$ cat src/rtl/instr_fetch_unit.sv
// MIPS fetch stage: owns the PC, keeps DEPTH imem requests in flight and splits fields at the FIFO head.
// Define FETCH_PERF_CNT_EN to add saturating perf_fetched/perf_flushed counters.
module instr_fetch_unit #(
    parameter logic [31:0] RESET_PC = 32'h0000_0000,
    parameter int          DEPTH    = 2
) (
    input  logic        CLK,
    input  logic        Reset,
    output logic        imem_req_valid,
    input  logic        imem_req_ready,
    output logic [31:0] imem_req_addr,
    input  logic        imem_rsp_valid,
    input  logic [31:0] imem_rsp_data,
    input  logic        redirect,
    input  logic [31:0] redirect_pc,
    output logic        ins_valid,
    input  logic        ins_ready,
    output logic [31:0] instruction,
    output logic [31:0] ins_pc,
    output logic [5:0]  opCode,
    output logic [4:0]  rs,
    output logic [4:0]  rt,
    output logic [4:0]  rd,
    output logic [5:0]  funct,
    output logic [15:0] imm16
`ifdef FETCH_PERF_CNT_EN
    ,
    output logic [31:0] perf_fetched,
    output logic [31:0] perf_flushed
`endif
);

    localparam int AW = $clog2(DEPTH);
    localparam int CW = AW + 1;

    logic [31:0]   pc;
    logic          run;
    logic [CW-1:0] outstanding;
    logic [CW-1:0] drop;
    logic [CW-1:0] count;
    logic [CW-1:0] out_next;
    logic [CW:0]   inflight;
    logic [AW-1:0] wr_ptr;
    logic [AW-1:0] rd_ptr;
    logic [AW-1:0] pq_wr;
    logic [AW-1:0] pq_rd;

    logic [31:0] fifo_data [DEPTH];
    logic [31:0] fifo_pc   [DEPTH];
    logic [31:0] pc_queue  [DEPTH];

    logic accept;
    logic rsp;
    logic keep;
    logic pop;

    // Slots are reserved at issue, so a kept response always finds room.
    assign inflight       = {1'b0, outstanding} + {1'b0, count};
    assign imem_req_valid = run && !Reset && !redirect
                          && (inflight < (CW+1)'(DEPTH));
    assign imem_req_addr  = pc;

    assign accept   = imem_req_valid && imem_req_ready;
    assign rsp      = imem_rsp_valid;
    assign keep     = rsp && (drop == '0) && !redirect;
    assign pop      = ins_valid && ins_ready;
    assign out_next = outstanding + CW'(accept) - CW'(rsp);

    always_ff @(posedge CLK) begin
        if (Reset) begin
            pc          <= RESET_PC;
            run         <= 1'b0;
            outstanding <= '0;
            drop        <= '0;
            count       <= '0;
            wr_ptr      <= '0;
            rd_ptr      <= '0;
            pq_wr       <= '0;
            pq_rd       <= '0;
        end else begin
            run         <= 1'b1;
            outstanding <= out_next;
            if (accept) begin
                pq_wr <= pq_wr + AW'(1);
                pc    <= pc + 32'd4;
            end
            if (rsp) begin
                pq_rd <= pq_rd + AW'(1);
            end
            if (redirect) begin
                // Everything still in flight belongs to the old path.
                pc     <= redirect_pc & ~32'd3;
                drop   <= out_next;
                count  <= '0;
                wr_ptr <= '0;
                rd_ptr <= '0;
            end else begin
                if (rsp && drop != '0) begin
                    drop <= drop - CW'(1);
                end
                if (keep) begin
                    wr_ptr <= wr_ptr + AW'(1);
                end
                if (pop) begin
                    rd_ptr <= rd_ptr + AW'(1);
                end
                count <= count + CW'(keep) - CW'(pop);
            end
        end
    end

    always_ff @(posedge CLK) begin
        if (accept) begin
            pc_queue[pq_wr] <= pc;
        end
        if (!Reset && keep) begin
            fifo_data[wr_ptr] <= imem_rsp_data;
            fifo_pc[wr_ptr]   <= pc_queue[pq_rd];
        end
    end

    assign ins_valid   = count != '0;
    assign instruction = ins_valid ? fifo_data[rd_ptr] : 32'd0;
    assign ins_pc      = ins_valid ? fifo_pc[rd_ptr] : 32'd0;
    assign opCode      = instruction[31:26];
    assign rs          = instruction[25:21];
    assign rt          = instruction[20:16];
    assign rd          = instruction[15:11];
    assign funct       = instruction[5:0];
    assign imm16       = instruction[15:0];

`ifdef FETCH_PERF_CNT_EN
    logic [31:0] flush_n;
    logic [32:0] fetch_sum;
    logic [32:0] flush_sum;

    always_comb begin
        flush_n = 32'd0;
        if (redirect) begin
            flush_n = 32'(count) - 32'(pop) + 32'(rsp);
        end else if (rsp && drop != '0) begin
            flush_n = 32'd1;
        end
    end

    assign fetch_sum = {1'b0, perf_fetched} + {32'd0, pop};
    assign flush_sum = {1'b0, perf_flushed} + {1'b0, flush_n};

    always_ff @(posedge CLK) begin
        if (Reset) begin
            perf_fetched <= '0;
            perf_flushed <= '0;
        end else begin
            perf_fetched <= fetch_sum[32] ? 32'hFFFF_FFFF : fetch_sum[31:0];
            perf_flushed <= flush_sum[32] ? 32'hFFFF_FFFF : flush_sum[31:0];
        end
    end
`endif

    rsp_needs_request: assert property (
        @(posedge CLK) disable iff (Reset)
        imem_rsp_valid |-> (outstanding != '0)
    );

endmodule
$ cat config.mk
export PLATFORM = sky130hd
export DESIGN_NAME = instr_fetch_unit
export DESIGN_NICKNAME = d
export VERILOG_FILES = /design/src/rtl/instr_fetch_unit.sv
export SDC_FILE = /design/constraint.sdc
export NUM_CORES = 1
export LEC_CHECK = 0
export CAP_MARGIN = 20
export CORE_AREA = 2 2 118 166
export DETAILED_ROUTE_END_ITERATION = 16
export DIE_AREA = 0 0 120 168
export GPL_ROUTABILITY_DRIVEN = 0
export PLACE_DENSITY = 0.8
export SYNTH_ARGS = -nofsm -noshare
export SYNTH_HDL_FRONTEND = slang
export SYNTH_SLANG_ARGS = --single-unit
$ cat constraint.sdc
create_clock -name CLK -period 8.1 [get_ports CLK]
set_input_delay 1.62 -clock CLK [delete_from_list [all_inputs] [get_ports CLK]]
set_output_delay 1.62 -clock CLK [all_outputs]
set_load 0.005 [all_outputs]
* Yosys cells after proc, flatten, opt, wreduce, memory -nomap -nowiden
Memories as Yosys holds them, arrays and structs flattened. A register that Yosys moved wholly into a read port is not among the register bits.
Cells that the tools add are included.
** Storage, ports and cells
- Flip-flop bits (word level) :: 43
- Output and inout port bits :: 141
- Memories :: 3
- Word-level logic and storage cells :: 59
- RAM bits :: 192
** Memory list
- fifo_data :: words 2, width 32, rd ports 1, clocked after Yosys merged registers in 1, wr ports 1, line 48 : logic [31:0] fifo_data [DEPTH];
- fifo_pc :: words 2, width 32, rd ports 1, clocked after Yosys merged registers in 1, wr ports 1, line 49 : logic [31:0] fifo_pc [DEPTH];
- pc_queue :: words 2, width 32, rd ports 1, clocked after Yosys merged registers in 1, wr ports 1, line 50 : logic [31:0] pc_queue [DEPTH];
** Operators by class
- Multiplexer cells :: 17
- $lt $le $gt $ge :: 1
- Reductions and logical operators :: 17
- $add $sub $neg :: 11
** Operators by type and width (number)
- 32-bit 2-to-1 mux :: 4
- 32-bit by 3-bit adder with 32-bit output, second input constant :: 1
- 1-bit 2-to-1 mux :: 11
- 1-bit logical AND :: 9
- 2-bit nonzero test :: 4
- 1-bit adder, second input constant :: 4
- 2-bit by 1-bit adder with 2-bit output :: 2
- 2-bit 2-to-1 mux :: 2
- 2-bit by 1-bit subtractor with 2-bit output :: 2
- 2-bit by 2-bit adder with 3-bit output :: 1
- 3-bit by 2-bit < comparator with 1-bit output, second input constant :: 1
- 1-bit logical NOT :: 2
- 2-bit logical NOT :: 1
- 2-bit OR reduction :: 1
- 2-bit by 1-bit subtractor with 2-bit output, second input constant :: 1

* Depth between registers and ports, before layout
Gate-level depths: netlist (run 1).
- Depth in word-level cells :: 8
- Mapped depth :: 15
- Depth with buffers taken out :: 13

* Least setup slack after synthesis (run 1)
OpenSTA, ideal clock, no wires.
- Kind :: input to register
- From :: input redirect
- To :: memory fifo_data[0][0], enable pin
- Library setup time :: 0.558 ns
- Slack :: 1.250 ns
- Arrival time :: 6.292 ns
- Data required time :: 7.542 ns
- Cell stages on the path :: 3
- Cells stage by stage :: or2_4 clkbuf_1 nor3_1
** On the way
- Cells in the longest elaborated chain, start to end :: 5
** RTL lines
- start, declared :: line 14 : input logic redirect,
- 1-bit logical NOT :: line 65 : assign keep = rsp && (drop == '0) && !redirect;
- 1-bit logical AND :: line 65
- 1-bit logical AND :: line 116 : if (!Reset && keep) begin
- 1-bit 2-to-1 mux :: line 116
- 1-bit 2-to-1 mux (not written as such) :: line 117 : fifo_data[wr_ptr] <= imem_rsp_data;
- end, declared :: line 48
Every way passes these cells.

* Final worst setup path (run 1)
- From :: input Reset
- To :: output imem_req_valid
** On the way
- Cells in the longest elaborated chain, start to end :: 4
** RTL lines
- start, declared :: line 8 : input logic Reset,
- 1-bit logical NOT :: line 59 : assign imem_req_valid = run && !Reset && !redirect
- 1-bit logical AND (2 in a row) :: line 59
- 1-bit logical AND :: line 60 : && (inflight < (CW+1)'(DEPTH));
- end, declared :: line 9 : output logic imem_req_valid,
Every way passes these cells.

==> impl_metrics.yaml, run 1 <==
die:
  core_um2: 18800
  placementRows: 60
  die_w_um: 120
  fp.dieArea_um2: 20200
  die_h_um: 168
  start_util: 0.501
  num_io_pins: 211
pwr:
  power_density_nw_per_um2: 210
  leakagePower_nw: 3.94
  swShare: 0.211
  pwr-share-seq: 0.523
  p_int_mw: 2.01
  power_frac_clock: 0.382
  p_sw_uw: 536
  power_frac_comb: 0.096
  irDropWorstVdd_mv: 0.145
  power.total_mw: 2.54
cells_and_area:
  final_common_cell: "clkdlybuf4s50_1"
  final_core_util: 0.643
  fillers: 1410
  drive_gt1_frac: 0.0967
  final_cell_mix: "clkdlybuf4s50_1 (204), edfxtp_1 (184), nor2_1 (95)"
  fin_nets: 921
  syn2layout_area_growth_pct: 28.4
  fin_area_um2: 12100
  n_antenna_cell: 0
worst_setup_path:
  arrival_ns: 3.53
  r2r_start: "count[0]"
  reg2reg_to: "drop[1]"
  path_max_fanout: 38
  cp.depth: 5
  end_kind: "primary output"
  r2r_setup_slack_ns: 4.48
  path_cells: "clkdlybuf4s50_1, buf_4, or2_4, nor4b_1, clkdlybuf4s50_1"
  critPathTopFamily: "buffers and inverters"
  path_buf_inv: 3
  path_common_cell: "clkdlybuf4s50_1"
  ff2ff_path_depth: 13
  slowest_stage: "clkdlybuf4s50_1"
  cp-start-kind: "primary input"
  crit_path_end: "imem_req_valid"
  worstSetupPathType: "in2out"
  cpPeakStageDelay_ns: 0.56
  worstPathRequired_ns: 6.48
  startpoint: "Reset"
clocking:
  clkTransAtPathRegs_ns: 0.06
  cts_buffer_depth: 3
  cts_buffers: 21
  cts.sinks: 227
  post-cts-setup-buffers: 0
  clockRootBuffer: "clkbuf_16"
  hold_buffers: 0
  h-tree-depth: 1
  ctsResizeCount: 0
  cts_tree: "built"
  clk_latency_ns: 0.49
placement:
  post-place-ws_ns: 2.97
  placed_area_um2: 11400
  io_buffers: 204
  dp_hpwl_um: 12200
timing:
  rsz0062_at_grt: "no"
  setup_slack_ns: 2.95
  maxSlewViolCount: 0
  finalSetupViolCount: 0
  final.setup.tns_ns: 0
  skew_ns: 0.0192
  period_needed_ns: 5.15
  max_slew.worst_pin.slew_ns: 0.879
  fin_crit_sh: 0.635
  maxSlewHeadroom: 0.414
  fmax_mhz: 194
  finalHoldViolCount: 0
routing:
  final_antenna_net_count: 0
  totalWireLength_um: 18800
  drcViolationCount: 0
  vias: 5764
  drtIter0Drc: 275
  drtPass1Iterations: 5
  post_drt_wl_per_cell_um: 17.0
  avgViaCountPerCell: 5.21
synth:
  yosys_warnings: 0
  synth_area_um2: 9430
  synthFlopType: "edfxtp_1"
  async_flop_share: 0
  synth.area.top_cells: "edfxtp_1 (59%), dfxtp_1 (9.1%), mux2i_1 (6.6%)"
  synth_edf_count: 184
  yosysTopAreaCellShare: 0.586
  avgSynthCellArea_um2: 13.8
  synth_seq_area_share: 0.677
  ys_ff_latch: 227
  synth_top_area_cell: "edfxtp_1"
  netlist_instances: 681
  synth.distinct_cells: 50
min_path:
  hold_class: "reg2reg"
global_route:
  grt-ovfl-total: 0
  grt_max_degree: 64
  antenna_found_initial: 0
  grt_pass1_wl_um: 30100
  grt_use_total: 0.186
  grt_pass1_vias: 5826
status:
  status: "complete, no violations"
run:
  cap_violations: 0
-- worst min path at each step --
stage | from | endpoint | slack [ns] | depth (start not counted)
floorplan | pq_rd | register | 0.48 | 2
CTS | pq_rd | pq_rd | 0.53 | 2
global placement | pq_rd | register | 0.50 | 2
global route | imem_req_addr[20] | pc_queue[1][20] | 0.56 | 0
detailed placement | pq_rd | register | 0.50 | 2
finish | rd_ptr | rd_ptr | 0.53 | 2
-- power groups by stage --
stage | Combinational [mW] | Sequential [mW] | Clock [mW]
after floorplan | 0.123 | 1.35 | 0
after global placement | 0.237 | 1.35 | 0
after detailed placement | 0.244 | 1.35 | 0
after CTS | 0.246 | 1.33 | 0.988
after global routing | 0.265 | 1.33 | 1.03
final | 0.243 | 1.33 | 0.971
-- flip-flops by register name, summed over array words and instances (netlist names), named ones only --
name,flops
fifo_pc,60
run,1
outstanding,2
imem_req_addr,30
rd_ptr,1
wr_ptr,1
drop,2
pq_wr,1
pq_rd,1
fifo_data,64
count,2
pc_queue,60
-- per-stage QoR --
step	hold WS, ns	instances
after floorplan	0.480	684
after CTS	0.531	1106
after global placement	0.495	1069
final	0.528	1106
after detailed placement	0.502	1069
after global routing	0.557	1106
-- Yosys cell counts, types with 2 or more instances --
master and count:
nand3_1 13, nand2_1 22, nor2_1 97, buf_4 47, a311oi_1 2, buf_1 5
nor3_1 5, nor4_4 2, nor4_1 3, o211ai_1 2, a31oi_1 8, xor2_1 15
or3_1 3, mux2i_1 62, edfxtp_1 184, mux2_2 31, nand4_1 15, inv_1 13
xnor2_1 10, ha_1 6, o21a_1 2, o21ai_0 5, buf_2 4, and3_1 2
o22ai_1 4, dfxtp_1 43, and2_1 8, a21oi_1 15, clkbuf_1 22, a211oi_1 11
-- worst register-to-register path, stage by stage (launching register included) --
cell       delay [ns]
dfxtp_1          0.39
and2_1           0.16
fa_1             0.45
nand4bb_1        0.51
nor2_1           0.53
inv_1            0.34
ha_1             0.38
inv_1            0.04
ha_1             0.18
xor2_1           0.16
xnor2_1          0.14
nor2_1           0.07
nand2_1          0.08
o21ai_0          0.07
-- cell type report --
cell class / instances / area (µm²) / share of cell area
repair buffers: 215 / 2120 / 0.175
multi-input cells: 366 / 2550 / 0.211
inverters: 13 / 48.8 / 0.00403
clock inverters: 15 / 153 / 0.0126
well taps: 248 / 310 / 0.0256
clock buffers: 22 / 529 / 0.0437
flip-flops and latches: 227 / 6390 / 0.528
-- cell families (layout without fill, tap and decap cells) --
family | after synthesis | after routing | synth area share
and+or+nand+nor | 184 | 184 | 0.0945
muxes | 94 | 94 | 0.104
other | 1 | 4 | 0.000398
DFF | 227 | 227 | 0.677
adders and majority gates | 7 | 7 | 0.0101
AOI/OAI and AO/OA | 52 | 52 | 0.0353
buffers and inverters | 91 | 265 | 0.0555
xor gates and xnor gates | 25 | 25 | 0.0232
-- routing by layer --
| layer | vias to the layer above | global-route usage | part of all wire |
|---|---|---|---|
| li1 | 2760 | - | - |
| met1 | 2792 | 0.217 | 0.38 |
| met2 | 188 | 0.355 | 0.55 |
| met3 | 24 | 0.0257 | 0.054 |
| met4 | 0 | 0.0491 | 0.017 |
| met5 | - | 0 | 0 |
(Power assumes the default switching activity.)
==> run 2: changes to the inputs <==
clock period = 4.9 ns   (was 8.1 ns; I/O delays follow)
==> impl_metrics.yaml, run 2 (synthesis results as in run 1) <==
status:
  status: "complete, no violations"
cells_and_area:
  largest_reg_flops: 64
  regMostFlops: "fifo_data"
  drive_gt1_frac: 0.104
  n_antenna_cell: 0
  fillers: 1398
  fin_nets: 924
  syn2layout_area_growth_pct: 29.0
  final_common_cell: "clkdlybuf4s50_1"
  largestRegisters: "fifo_data (64), fifo_pc (60), pc_queue (60)"
  final_core_util: 0.646
  final_cell_mix: "clkdlybuf4s50_1 (204), edfxtp_1 (184), nor2_1 (95)"
routing:
  wl_met2_um: 10500
  highest_layer: "met4"
  drcViolationCount: 0
  totalWireLength_um: 19400
  final_antenna_net_count: 0
  post_drt_wl_per_cell_um: 17.5
  avgViaCountPerCell: 5.24
  drtIter0Drc: 284
  vias: 5814
  route.met3.wl_um: 1100
  drtPass1Iterations: 4
  wl_met1_um: 7330
worst_setup_path:
  worstPathRequired_ns: 3.92
  ff2ff_path_depth: 15
  r2r_start: "count[0]"
  end_kind: "primary output"
  cp-start-kind: "primary input"
  worstSetupPathType: "in2out"
  r2r_setup_slack_ns: 1.83
  path_max_fanout: 14
  arrival_ns: 2.59
  reg2reg_to: "drop[1]"
die:
  fp.dieArea_um2: 20200
  placementRows: 60
  die_w_um: 120
  core_um2: 18800
  die_h_um: 168
  num_io_pins: 211
  start_util: 0.501
placement:
  io_buffers: 204
  dp_hpwl_um: 12700
run:
  cap_violations: 0
min_path:
  whs_path_depth: 2
  hold_class: "reg2reg"
  hold_start: "rd_ptr"
  min_to: "rd_ptr"
pwr:
  power_density_nw_per_um2: 348
  leakagePower_nw: 3.96
  irDropWorstVdd_mv: 0.256
clocking:
  cts_buffers: 21
  cts_tree: "built"
  clockRootBuffer: "clkbuf_16"
  ctsResizeCount: 0
  clkTransAtPathRegs_ns: 0.07
  h-tree-depth: 1
  clk_latency_ns: 0.51
  post-cts-setup-buffers: 0
  cts_buffer_depth: 3
  hold_buffers: 0
  cts.sinks: 227
global_route:
  grt-ovfl-total: 0
  antenna_found_initial: 0
  grt_max_degree: 63
  grt_pass1_wl_um: 30500
  grt_pass1_vias: 5911
  grt_use_total: 0.190
timing:
  fin_crit_sh: 0.729
  finalHoldViolCount: 0
  maxSlewHeadroom: 0.401
  maxSlewViolCount: 0
  fmax_mhz: 280
  max_slew.worst_pin.slew_ns: 0.899
  skew_ns: 0.0138
  period_needed_ns: 3.57
  rsz0062_at_grt: "no"
  finalSetupViolCount: 0
  final.setup.tns_ns: 0
[run 2: cell type report]
class                           instances  area, µm²  area share
Sequential cell                       227       6390       0.525
Multi-Input combinational cell        366       2550       0.210
Timing Repair Buffer                  218       2170       0.178
Clock buffer                           26        564      0.0464
Tap cell                              248        310      0.0255
Clock inverter                         12        130      0.0107
Inverter                               13       48.8     0.00401
[run 2: worst max-delay path, cell delays in order]
cell             delay [ns]
clkdlybuf4s50_1        0.42
or2_4                  0.33
nor4b_1                0.30
clkdlybuf4s50_1        0.55
[run 2: power breakdown]
group / total, mW / internal [mW] / switching [mW]
registers: 2.20 / 2.15 / 0.0481
logic: 0.405 / 0.227 / 0.177
clock network: 1.63 / 0.936 / 0.695
total: 4.23 / 3.31 / 0.921
[run 2: worst max path at each step]
stage | slack, ns | cells past startpoint | start | end
floorplan | -1.31 | 3 | redirect | fifo_data[0][0]
global placement | 1.29 | 4 | redirect | imem_req_valid
detailed placement | 1.32 | 4 | redirect | imem_req_valid
CTS | 1.27 | 3 | register | rd[4]
global route | 1.20 | 4 | redirect | imem_req_valid
finish | 1.33 | 4 | redirect | imem_req_valid
[run 2: per-stage QoR]
step | cell area [µm²] | setup WS, ns | instances | hold slack [ns] | power (mW)
floorplan | 9440 | -1.31 | 684 | 0.480 | 2.43
CTS | 12100 | 1.27 | 1109 | 0.530 | 4.27
global placement | 11400 | 1.29 | 1071 | 0.498 | 2.63
finish | 12200 | 1.33 | 1110 | 0.532 | 4.23
detailed placement | 11400 | 1.32 | 1071 | 0.511 | 2.65
global route | 12200 | 1.20 | 1110 | 0.547 | 4.38
[run 2: metal layers]
| layer | global-route usage | vias to the layer above |
|---|---|---|
| li1 | - | 2765 |
| met1 | 0.226 | 2799 |
| met2 | 0.348 | 214 |
| met3 | 0.0274 | 36 |
| met4 | 0.0691 | 0 |
| met5 | 0 | - |
